$ cat src/rtl/prng_source_if.sv
// ============================================================================
// Module   : prng_source_if
// Purpose  : Random-word handshake and status bundle of prng_source.
// Revision : 1.0  initial release
// ============================================================================
`default_nettype none

interface prng_source_if #(
    parameter int OUT_W = 9,
    parameter int LVL_W = 3
);
    logic             rand_valid;
    logic             rand_ready;
    logic [OUT_W-1:0] rand_data;
    logic [LVL_W-1:0] level;
    logic             busy;

    modport master (
        output rand_valid, rand_data, level, busy,
        input  rand_ready
    );

    modport slave (
        input  rand_valid, rand_data, level, busy,
        output rand_ready
    );
endinterface

`default_nettype wire

$ cat src/rtl/prng_source.sv
// ============================================================================
// Module   : prng_source
// Purpose  : Seeded 32-bit Galois LFSR sampled into a small FWFT word FIFO.
// Revision : 1.0  initial release
// ============================================================================
`default_nettype none

module prng_source #(
    parameter int                LFSR_W        = 32,
    parameter int                OUT_W         = 9,
    parameter int                FIFO_DEPTH    = 4,
    parameter int                WARMUP_CYCLES = 16,
    parameter logic [LFSR_W-1:0] DEFAULT_SEED  = 32'hACE1_2468,
    parameter bit                UNIT_RANGE    = 1'b1
) (
    input  wire logic              clk,
    input  wire logic              rst,
    input  wire logic              en,
    input  wire logic              seed_load,
    input  wire logic [LFSR_W-1:0] seed,
    prng_source_if.master          rng
);
    localparam int c_ptr_w = (FIFO_DEPTH > 1) ? $clog2(FIFO_DEPTH) : 1;
    localparam int c_lvl_w = $clog2(FIFO_DEPTH) + 1;
    localparam int c_cnt_w = (WARMUP_CYCLES > 1) ? $clog2(WARMUP_CYCLES) : 1;
    localparam logic [LFSR_W-1:0] c_poly     = 32'h8020_0003;
    localparam logic [c_cnt_w-1:0] c_cnt_last = c_cnt_w'(WARMUP_CYCLES - 1);
    localparam logic [c_lvl_w-1:0] c_depth    = c_lvl_w'(FIFO_DEPTH);

    typedef enum logic [0:0] {
        ST_WARMUP = 1'b0,
        ST_RUN    = 1'b1
    } state_t;

    state_t               r_state;
    state_t               w_state_next;
    logic [LFSR_W-1:0]    r_lfsr;
    logic [LFSR_W-1:0]    w_lfsr_step;
    logic [c_cnt_w-1:0]   r_cnt;
    logic [OUT_W-1:0]     r_mem [FIFO_DEPTH];
    logic [c_ptr_w-1:0]   r_wr_ptr;
    logic [c_ptr_w-1:0]   r_rd_ptr;
    logic [c_lvl_w-1:0]   r_level;
    logic [OUT_W-1:0]     w_word;
    logic                 w_pop;
    logic                 w_push;

    assign w_lfsr_step = r_lfsr[0] ? ((r_lfsr >> 1) ^ c_poly) : (r_lfsr >> 1);

    generate
        if (UNIT_RANGE) begin : g_unit_range
            assign w_word = {1'b0, r_lfsr[OUT_W-2:0]};
        end else begin : g_full_range
            assign w_word = r_lfsr[OUT_W-1:0];
        end
    endgenerate

    assign rng.rand_valid = (r_level != '0);
    assign rng.rand_data  = r_mem[r_rd_ptr];
    assign rng.level      = r_level;
    assign rng.busy       = (r_state == ST_WARMUP);

    assign w_pop  = rng.rand_valid & rng.rand_ready;
    // A pop in the same cycle frees the slot, so a full FIFO still accepts.
    assign w_push = (r_state == ST_RUN) & en & ~seed_load & ((r_level < c_depth) | w_pop);

    always_comb begin
        w_state_next = r_state;
        if (seed_load) begin
            w_state_next = ST_WARMUP;
        end else if ((r_state == ST_WARMUP) && en && (r_cnt == c_cnt_last)) begin
            w_state_next = ST_RUN;
        end
    end

    always_ff @(posedge clk) begin
        if (rst) begin
            r_state <= ST_WARMUP;
        end else begin
            r_state <= w_state_next;
        end
    end

    always_ff @(posedge clk) begin
        if (rst) begin
            r_lfsr <= DEFAULT_SEED;
            r_cnt  <= '0;
        end else if (seed_load) begin
            r_lfsr <= (seed == '0) ? DEFAULT_SEED : seed;
            r_cnt  <= '0;
        end else if (en) begin
            r_lfsr <= w_lfsr_step;
            if (r_state == ST_WARMUP) begin
                r_cnt <= (r_cnt == c_cnt_last) ? '0 : r_cnt + c_cnt_w'(1);
            end
        end
    end

    always_ff @(posedge clk) begin
        if (rst) begin
            r_wr_ptr <= '0;
            r_rd_ptr <= '0;
            r_level  <= '0;
            for (int i = 0; i < FIFO_DEPTH; i++) begin
                r_mem[i] <= '0;
            end
        end else if (seed_load) begin
            // Flush only; storage contents are hidden behind rand_valid=0.
            r_wr_ptr <= '0;
            r_rd_ptr <= '0;
            r_level  <= '0;
        end else begin
            if (w_push) begin
                r_mem[r_wr_ptr] <= w_word;
                r_wr_ptr        <= r_wr_ptr + c_ptr_w'(1);
            end
            if (w_pop) begin
                r_rd_ptr <= r_rd_ptr + c_ptr_w'(1);
            end
            case ({w_push, w_pop})
                2'b10:   r_level <= r_level + c_lvl_w'(1);
                2'b01:   r_level <= r_level - c_lvl_w'(1);
                default: r_level <= r_level;
            endcase
        end
    end
endmodule

`default_nettype wire

$ cat src/flat_wrapper.sv
// flat-port wrapper written by rule: the top's interface ports become plain ports
module prng_source_flat 
#(
    parameter int                LFSR_W        = 32,
    parameter int                OUT_W         = 9,
    parameter int                FIFO_DEPTH    = 4,
    parameter int                WARMUP_CYCLES = 16,
    parameter logic [LFSR_W-1:0] DEFAULT_SEED  = 32'hACE1_2468,
    parameter bit                UNIT_RANGE    = 1'b1
)
  (clk, rst, en, seed_load, seed, rng_rand_valid, rng_rand_data, rng_level, rng_busy, rng_rand_ready);
  prng_source_if #(.OUT_W(OUT_W), .LVL_W((3))) rng_i ();
  input  wire logic clk;
  input  wire logic rst;
  input  wire logic en;
  input  wire logic seed_load;
  input  wire logic [LFSR_W-1:0] seed;
  output wire logic [$bits(rng_i.rand_valid)-1:0] rng_rand_valid;
  output wire logic [$bits(rng_i.rand_data)-1:0] rng_rand_data;
  output wire logic [$bits(rng_i.level)-1:0] rng_level;
  output wire logic [$bits(rng_i.busy)-1:0] rng_busy;
  input wire logic [$bits(rng_i.rand_ready)-1:0] rng_rand_ready;
  assign rng_rand_valid = rng_i.rand_valid;
  assign rng_rand_data = rng_i.rand_data;
  assign rng_level = rng_i.level;
  assign rng_busy = rng_i.busy;
  assign rng_i.rand_ready = rng_rand_ready;
  prng_source #(.LFSR_W(LFSR_W), .OUT_W(OUT_W), .FIFO_DEPTH(FIFO_DEPTH), .WARMUP_CYCLES(WARMUP_CYCLES), .DEFAULT_SEED(DEFAULT_SEED), .UNIT_RANGE(UNIT_RANGE)) u_core (.clk(clk), .rst(rst), .en(en), .seed_load(seed_load), .seed(seed), .rng(rng_i));
endmodule
$ cat config.mk
export PLATFORM = sky130hd
export DESIGN_NAME = prng_source_flat
export DESIGN_NICKNAME = d
export VERILOG_FILES = /design/src/rtl/prng_source_if.sv /design/src/rtl/prng_source.sv /design/src/flat_wrapper.sv
export SDC_FILE = /design/constraint.sdc
export NUM_CORES = 1
export LEC_CHECK = 0
export CAP_MARGIN = 10
export CORE_MARGIN = 2
export CORE_UTILIZATION = 58
export CTS_CLUSTER_DIAMETER = 60
export DETAILED_ROUTE_END_ITERATION = 8
export PLACE_DENSITY = 0.87
export SYNTH_ARGS = -nofsm -noshare
export SYNTH_HDL_FRONTEND = slang
export SYNTH_SLANG_ARGS = --single-unit
$ cat constraint.sdc
create_clock -name clk -period 5.6 [get_ports clk]
set_input_delay 0.84 -clock clk [delete_from_list [all_inputs] [get_ports clk]]
set_output_delay 0.84 -clock clk [all_outputs]
set_load 0.005 [all_outputs]
==> impl_metrics.tcl <==
set metrics [dict create \
    status "completed" \
    syn_area_um2 3590 \
    r2r-end "u_core.rng.level[2]" \
    p_leak_nw 1.60 \
    yosysUniqueCellTypes 35 \
    firstDrtPassIters 4 \
    clk_pin_slew_worst_paths_ps 80 \
    min_to "u_core.r_cnt[3]" \
    yosys.area_share.simple_pct 17.6 \
    power_density_nw_per_um2 279 \
    slew_headroom_pct 30.4 \
    tns_ps 0 \
    die_w_um 82.7 \
    clockBufferDepth 2 \
    die_h_um 82.7 \
    r2r_setup_slack_ps 3140 \
    seq_area_frac_synth_pct 52.4 \
    grtUsageTotal_pct 23.1 \
    cts_tree "built" \
    final_hold_viol_count 0 \
    place_hpwl_um 4960 \
    syn-num-nets 401 \
    worst_slack_ps 2380 \
    maxCapViolCount 0 \
    crit_required_ps 5870 \
    start_util_pct 60.3 \
    clk_latency_ps 330 \
    grt_max_degree 68 \
    holdPathStages 2 \
    ys_ff_latch 78 \
    ant_nets 0 \
    place_ws_ps 2040 \
    maxSlewViolCount 0 \
    gp_congestion 0.804 \
    post-route-util_pct 71.9 \
    timing.final.crit_share_pct 57.6 \
    holdWs_ps 507 \
    synth_area_leaders "edfxtp_1, dfxtp_1, nor2_1, a21oi_1, mux2i_1" \
    synthFlopType "dfxtp_1" \
    syn_inst 361 \
    vias 2749 \
    nFillCells 467 \
    ctsRootBufferMaster "clkbuf_8" \
    ios 51 \
    yosys.area_share.adder_pct 1.25 \
    min_period_ps 3220 \
    rsz0062_at_grt "false" \
    cp_data_arrival_time_ps 3490 \
    post_cts_buffers 0 \
    endpoint_kind "flip-flop" \
    diodes 0 \
    nets 436 \
    yosys_warnings 0 \
    tightest_slew_ps 1040 \
    die_area_um2 6840 \
    ctsResizeCount 0 \
    via_per_inst 5.78 \
    avgSynthCellArea_um2 9.95 \
    critPathMaxFanout 38 \
    cts_max_level 3 \
    layout-drive-gt1-share_pct 7.48 \
    grt_pass1_vias 2610 \
    synth_compound_area_share_pct 11.3 \
    synth_edf_count 32 \
    drt_iter0_drc 120 \
    grt_first_pass_wirelength_um 11900 \
    fmax_mhz 310 \
    hp-class "reg -> reg" \
    synth-xor-area-share_pct 2.44 \
    numCtsBuffers 9 \
    skew_ps 7.26 \
    synth_mux_area_share_pct 10.0 \
    startpoint_type "primary input" \
    reg2reg_depth 10 \
    grt_overflow 0 \
    setup_violations 0 \
    ctsHoldBuffers 0 \
    synth_top_family_by_area "simple AND/OR/NAND/NOR gates" \
    worstReg2RegStart "u_core.rng.level[2]" \
    cts_sinks 78 \
    area_growth_pct 19.2 \
    yosys.area.top_type "edfxtp_1" \
    wire_per_inst_um 15.4 \
    synthArstFlopShare_pct 0 \
    rows 28 \
    placed_area_um2 4070 \
    final_area_um2 4280 \
    path_class "in -> reg" \
    portBuffers 49 \
    max-vdd-ir-drop_v 0.000165 \
    antenna_found_initial 0 \
    hold_start "u_core.r_cnt[3]" \
    core_area_um2 5960 \
    route.detailed.drc 0 \
    wl_um 7350 \
    yosys.area.top_type_share_pct 26.7 \
]
==> cell usage after synthesis, types with 5 or more instances <==
library cell,number
xor2_1,6
nor4_1,8
a22oi_1,12
buf_2,5
nor2_1,68
dfxtp_1,46
nor3_1,9
inv_1,15
mux4_2,8
nor3b_1,13
nand2_1,17
clkbuf_1,16
mux2i_1,18
a21oi_1,50
edfxtp_1,32
==> critical path, cell delays in order <==
cell and delay, ps:
clkdlybuf4s50_1 450, buf_4 400, nand2_1 250, or2_2 370, nor2_1 100, inv_1 60
ha_1 220, inv_1 70, fa_1 180, xor2_1 80, or3_1 310, a21oi_1 140
==> worst max-delay path by stage <==
stage / from / endpoint
after floorplan: seed_load / u_core.rng.level[2]
after global placement: en / u_core.rng.level[2]
after detailed placement: en / u_core.rng.level[2]
after CTS: en / u_core.rng.level[2]
after global routing: en / u_core.rng.level[2]
final: en / u_core.rng.level[2]
==> final cells by class <==
type,count,area (um^2),area share [%]
Inverter,15,56.3,1.31
Clock inverter,6,86.3,2.02
Sequential cell,78,1880,43.9
Tap cell,75,93.8,2.19
Timing Repair Buffer,51,500,11.7
Multi-Input combinational cell,241,1540,35.9
Clock buffer,10,128,2.98
==> where the power goes <==
group	switching, mW	internal, mW	leakage, nW	total, mW
sequential	0.0153	0.617	0.696	0.632
clock	0.201	0.251	0.106	0.452
combinational	0.0530	0.0570	0.793	0.110
==> per-layer routing <==
layer,share of wire [%],vias to the layer above,GRT usage (%),routed length [um]
met2,53,72,40.9,3860
met1,42,1331,28.4,3110
met4,1.2,0,7.70,85
li1,-,1338,-,-
met5,0,-,0,0
met3,4.0,8,4.24,292
==> cells by family after synthesis <==
| logic type | Yosys count |
|---|---|
| simple gates | 130 |
| fa+ha+maj | 3 |
| compound gates | 71 |
| other cells | 1 |
| buf+inv | 42 |
| xor+xnor | 10 |
| flops | 78 |
| mux | 26 |
==> per-stage QoR <==
| step | cells | total power [mW] |
|---|---|---|
| after floorplan | 361 | 0.707 |
| after global placement | 460 | 0.750 |
| after detailed placement | 460 | 0.754 |
| after CTS | 476 | 1.20 |
| after global routing | 476 | 1.24 |
| final | 476 | 1.19 |
==> flip-flops by register name, indices dropped and copies added, names as in the netlist, named ones only <==
signal / count
u_core.r_state: 1
u_core.rng.level: 3
u_core.r_rd_ptr: 2
u_core.r_cnt: 4
u_core.r_lfsr: 32
u_core.r_wr_ptr: 2
u_core.r_mem: 32
==> cell usage in the layout, fill, tap and decap left out, types with 12 or more instances in the layout <==
cell,netlist,final
nor2_1,68,68
a21oi_1,50,50
clkdlybuf4s50_1,0,48
dfxtp_1,46,46
edfxtp_1,32,32
mux2i_1,18,18
nand2_1,17,17
inv_1,15,15
nor3b_1,13,13
a22oi_1,12,12
No activity file was read; power rests on OpenSTA's default activity.
